--- src/rtl/router_ext_port_buffer.sv ---
// router_ext_port_buffer
//   Bidirectional buffer between one external device and one router port.
//   Two independent show-ahead FIFOs: ingress (device -> router) and
//   egress (router -> device), both using the pending/pop handshake.
//
// Ports:
//   clk, rst                      clock, synchronous active-high reset
//   dev_data_in/dev_pndng_in      ingress word offered by the device
//   dev_pop                       ingress word accepted this cycle
//   rtr_data_out/rtr_pndng        ingress head presented to the router
//   rtr_popin                     router consumes ingress head
//   rtr_data_in/rtr_pndng_in      egress word offered by the router
//   rtr_pop                       egress word accepted this cycle
//   dev_data_out/dev_pndng        egress head presented to the device
//   dev_popin                     device consumes egress head
//   flush                         synchronous clear of both FIFOs
//   ing_count/egr_count           occupancy
//   ing_afull/egr_afull           occupancy >= AF_THRESH
//   pop_err                       sticky pop-while-empty: [0] ingress, [1] egress

// One show-ahead FIFO direction.
//   pndng_in/data_in -> push (accept) ; data_out/pndng <- popin
module router_ext_port_fifo #(
    parameter int unsigned DATA_W    = 40,
    parameter int unsigned DEPTH     = 16,
    parameter int unsigned AF_THRESH = 12,
    parameter int unsigned CW        = $clog2(DEPTH) + 1
) (
    input  logic              clk,
    input  logic              rst,
    input  logic              flush,
    input  logic [DATA_W-1:0] data_in,
    input  logic              pndng_in,
    output logic              push,
    output logic [DATA_W-1:0] data_out,
    output logic              pndng,
    input  logic              popin,
    output logic [CW-1:0]     count,
    output logic              afull,
    output logic              err
);
    localparam int unsigned AW = $clog2(DEPTH);

    logic [DATA_W-1:0] mem [DEPTH];
    logic [AW-1:0]     wr_ptr;
    logic [AW-1:0]     rd_ptr;
    logic              pop;

    // A full FIFO refuses pushes even when a pop happens in the same cycle.
    assign push     = pndng_in & (count < CW'(DEPTH)) & ~flush & ~rst;
    assign pop      = popin & (count != '0) & ~flush;
    assign pndng    = (count != '0);
    // When empty, mem[rd_ptr] may be the slot currently being written; mask it.
    assign data_out = pndng ? mem[rd_ptr] : '0;
    assign afull    = (count >= CW'(AF_THRESH));

    always_ff @(posedge clk) begin
        if (push) begin
            mem[wr_ptr] <= data_in;
        end
    end

    always_ff @(posedge clk) begin
        if (rst) begin
            wr_ptr <= '0;
            rd_ptr <= '0;
            count  <= '0;
            err    <= 1'b0;
        end else begin
            // Popping an empty FIFO is ignored but remembered; a pop during
            // flush is not an error.
            if (popin && count == '0 && !flush) begin
                err <= 1'b1;
            end
            if (flush) begin
                wr_ptr <= '0;
                rd_ptr <= '0;
                count  <= '0;
            end else begin
                if (push) begin
                    wr_ptr <= wr_ptr + 1'b1;
                end
                if (pop) begin
                    rd_ptr <= rd_ptr + 1'b1;
                end
                case ({push, pop})
                    2'b10:   count <= count + 1'b1;
                    2'b01:   count <= count - 1'b1;
                    default: count <= count;
                endcase
            end
        end
    end
endmodule

module router_ext_port_buffer #(
    parameter int unsigned DATA_W    = 40,
    parameter int unsigned DEPTH     = 16,
    parameter int unsigned AF_THRESH = 12,
    parameter int unsigned CW        = $clog2(DEPTH) + 1
) (
    input  logic              clk,
    input  logic              rst,
    input  logic [DATA_W-1:0] dev_data_in,
    input  logic              dev_pndng_in,
    output logic              dev_pop,
    output logic [DATA_W-1:0] rtr_data_out,
    output logic              rtr_pndng,
    input  logic              rtr_popin,
    input  logic [DATA_W-1:0] rtr_data_in,
    input  logic              rtr_pndng_in,
    output logic              rtr_pop,
    output logic [DATA_W-1:0] dev_data_out,
    output logic              dev_pndng,
    input  logic              dev_popin,
    input  logic              flush,
    output logic [CW-1:0]     ing_count,
    output logic [CW-1:0]     egr_count,
    output logic              ing_afull,
    output logic              egr_afull,
    output logic [1:0]        pop_err
);
    logic ing_err;
    logic egr_err;

    router_ext_port_fifo #(
        .DATA_W    (DATA_W),
        .DEPTH     (DEPTH),
        .AF_THRESH (AF_THRESH),
        .CW        (CW)
    ) u_ing (
        .clk      (clk),
        .rst      (rst),
        .flush    (flush),
        .data_in  (dev_data_in),
        .pndng_in (dev_pndng_in),
        .push     (dev_pop),
        .data_out (rtr_data_out),
        .pndng    (rtr_pndng),
        .popin    (rtr_popin),
        .count    (ing_count),
        .afull    (ing_afull),
        .err      (ing_err)
    );

    router_ext_port_fifo #(
        .DATA_W    (DATA_W),
        .DEPTH     (DEPTH),
        .AF_THRESH (AF_THRESH),
        .CW        (CW)
    ) u_egr (
        .clk      (clk),
        .rst      (rst),
        .flush    (flush),
        .data_in  (rtr_data_in),
        .pndng_in (rtr_pndng_in),
        .push     (rtr_pop),
        .data_out (dev_data_out),
        .pndng    (dev_pndng),
        .popin    (dev_popin),
        .count    (egr_count),
        .afull    (egr_afull),
        .err      (egr_err)
    );

    assign pop_err = {egr_err, ing_err};
endmodule

--- config.mk ---
export PLATFORM = sky130hd
export DESIGN_NAME = router_ext_port_buffer
export DESIGN_NICKNAME = d
export VERILOG_FILES = /design/src/rtl/router_ext_port_buffer.sv
export SDC_FILE = /design/constraint.sdc
export NUM_CORES = 1
export LEC_CHECK = 0
export CAP_MARGIN = 20
export CORE_ASPECT_RATIO = 1.2
export CORE_MARGIN = 2
export CORE_UTILIZATION = 30
export DETAILED_ROUTE_END_ITERATION = 8
export PLACE_DENSITY = 0.44
export SKIP_LAST_GASP = 1
export SLEW_MARGIN = 30
export SYNTH_ARGS = -nofsm -noshare
export SYNTH_HDL_FRONTEND = slang
export SYNTH_SLANG_ARGS = --single-unit
export TNS_END_PERCENT = 50
--- constraint.sdc ---
create_clock -name clk -period 5.05 [get_ports clk]
set_input_delay 1.01 -clock clk [delete_from_list [all_inputs] [get_ports clk]]
set_output_delay 1.01 -clock clk [all_outputs]
set_load 0.005 [all_outputs]
==> results of run 1 <==
==> area by class of cell <==
type	count	area, µm²	area share (%)
inverters	11	41.3	0.0686
well taps	2241	2800	4.66
multi-input cells	753	10700	17.9
clock inverters	81	738	1.23
flip-flops and latches	1316	39200	65.1
diodes	4	10.0	0.0166
clock buffers	176	3740	6.22
repair buffers	284	2890	4.81
==> logic make-up after synthesis <==
logic type / count (synthesis)
fa+ha+maj: 17
xor+xnor: 17
buf+inv: 133
compound gates: 111
flops: 1316
simple gates: 123
mux: 485
==> layout by cell type, fill, tap and decap left out, drive strengths merged, types with 6 or more instances in the layout <==
master / n
clkinv: 60
edfxtp: 1280
nand4: 6
ha: 17
dfxtp: 36
o22ai: 81
buf: 100
nor3: 10
nand2b: 10
inv: 21
clkdlybuf4s50: 184
mux4: 320
xor2: 13
clkbuf: 176
mux2i: 165
bufinv: 10
a21oi: 8
nor2: 53
nand2: 27
==> worst paths after layout <==
path | endpoint | slack, ns | depth (start not counted) | start
hold reg to reg | u_ing.rd_ptr[3] | 0.52 | 2 | u_ing.rd_ptr[3]
hold / removal | u_ing.rd_ptr[3] | 0.52 | 2 | u_ing.rd_ptr[3]
setup / recovery | dev_data_out[29] | 0.33 | 6 | u_egr.count[2]
setup reg to reg | u_ing.count[4] | 2.26 | 8 | u_ing.count[2]
==> report_power, final <==
part           internal (mW)  switching [mW]  total [mW]  leakage, nW
Clock                   5.80            4.23        10.0         2.21
Sequential              12.0          0.0126        12.0         11.8
Combinational          0.137           0.250       0.387         3.76
==> per-layer routing <==
layer,vias up,routed length [µm]
met1,12493,51200
li1,9968,-
met3,181,5700
met4,14,2550
met2,541,65700
met5,-,91
==> flip-flops by register name, indices dropped and copies added (netlist names), named ones only <==
name and cells:
u_ing.rd_ptr 4, u_ing.mem 640, u_ing.count 5, u_egr.rd_ptr 4, u_egr.err 1, u_ing.wr_ptr 4
u_ing.err 1, u_egr.count 5, u_egr.mem 640, u_egr.wr_ptr 4
==> worst max-delay path: cells and delay by family (launching register included) <==
family / cells / cell delay, ns
buffers and inverters: 2 / 1.07
AOI/OAI and AO/OA: 1 / 0.41
and+or+nand+nor: 3 / 0.92
DFF: 1 / 0.51
==> results.md, run 1 <==
- Top_reg_cell synth: edfxtp_1
- Ys Warns: 0
- Setup ws final: 0.332 ns
- Most numerous cell in the Yosys netlist: edfxtp_1
- Slowest stage delay, CP: between 0.6 and 0.7 ns
- Worst EP arrival: between 3 and 4 ns
- Count of cell types in the netlist: 45
- H-tree levels: 4
- Lkg Pwr: 17.8 nW
- Met3 Resource Use GR: around 3%
- Synthesized net count: 2306
- Synthesized area: approximately 0.050 mm²
- Simple-gate share of the synthesized area: 1.16%
- Clock Path Buffers: 3
- Finished Cell Area: 0.0602 mm²
- DRC: 0
- Largest family of logic cells by synthesized area: multiplexers
- Die Y: 453 µm
- Vias: 23197
- Startpoint types: flop
- Cells after Synth: 2202
- Worst-path fanout max: 24
- Cts bufs inserted: 142
- DP Cell Count: between 4000 and 5000
- Clock latency on the worst-skew pair: 0.78 ns
- Worst slew pin tran: 0.984 ns
- Crit path cell chain: nor2_1 -> nand2_1 -> nand2_2 -> buf_4 -> o22ai_1 -> clkdlybuf4s50_1
- Met1 GRT Util: 18.0%
- GR Layer Usage met2: 26.3%
- Grt peak-use layer: met2
- Final GP Congestion: approximately 0.75
- Initial Utilization: 30.2%
- Global Route Usage Sum: 14.7%
- WL final: about 130000 µm
- Synth Area in Adders: 0.422%
- Crit Path Class: reg -> out
- VDD IR max: ~0.00028 V
- Synth Area in Compound Gates: between 1 and 1.5%
- Clk sinks: 1316
- Final hold vios: 0
- First-pass GRT wire length: approximately 180000 µm
- Synth cell count leaders: 1280 x edfxtp_1, 320 x mux4_2, 165 x mux2i_1
- Final Power: 22.4 mW
- Final setup vio count: 0
- Req. time, crit path: 4.04 ns
- Pins Over Slew Limit: 0
- Placed inst area: 0.0557 mm²
- Hold-fix buffers, CTS: 0
- Final min period: 4.72 ns
- Mean routed wirelength per cell: 25.7 µm
- Max-cap viol count: 0
- Post-DP HPWL: 71800 µm
- Setup TNS: 0 ns
- Vias in the first global route: 25416
- Vias per cell: 4.77
- Root Buffer Master: clkbuf_16
- Routed Antenna Nets: 0
- #FFs+latches synth: 1316
- Share of the synthesized area in the top cell type: between 70% and 80%
- Top cells by area, synth: edfxtp_1 76%, mux4_2 14%, mux2i_1 3.3%
- Post-CTS sizing: 0
- Synth Area in XOR/XNOR: 0.295%
- Share of cells above drive strength 1: 25.4%
- FP Rows: about 160
- Reg clk slew, reported paths: 0.06 ns
- Initial DRC Count: 1736
- I/O Buffers: roughly 180
- Post-synth EDFFs: 1280
- Post-CTS setup buffers: 0
- TritonCTS clock tree: yes
- Area grow syn2layout: 19.2%
- Ports: between 150 and 200
- Core Area: 0.167 mm²
- Hold Worst Slack: 0.515 ns
- Final core occ: between 30% and 40%
- GRT Residual Overflow: 0
- Syn avg cell area: 22.9 µm²
- Worst Clk Skew: 0.0312 ns
- Async S/R FF share, synth: 0%
- Fmax: 212 MHz
- Fill count: 15259
- Die width: 378 µm
- Largest net degree at the start of global routing: 76
- CP endpoint kind: output port
- Non-filler cells in the finished layout: approximately 4900
- CP max stage cell: clkdlybuf4s50_1
- Layout net count: between 2000 and 3000
- Status: finished, final reports clean
- RSZ-0062 raised after global routing: false
- Max-slew headroom: 34.2%
- First-pass iteration count of the detailed router: 6
- Most area-hungry cell type in the Yosys netlist: edfxtp_1
- Min-Delay Path Class: reg -> reg
- Multiplexer area fraction after synthesis: 17.6%
- Initial antenna violation count: 12
- Register area share after synthesis: between 70 and 80%
- Die Area: about 0.17 mm²
- Setup WS pre-CTS: 0.858 ns
- Period utilisation layout: 93.4%
- P per Cell Area: around 370 mW/mm²
Power figures use the tool's default switching activity.
==> run 2: changes to the inputs <==
- CAP_MARGIN: 20 -> not set
==> results of run 2 <==
Same layout as run 1: the final DEF is identical, and so are final timing and power.
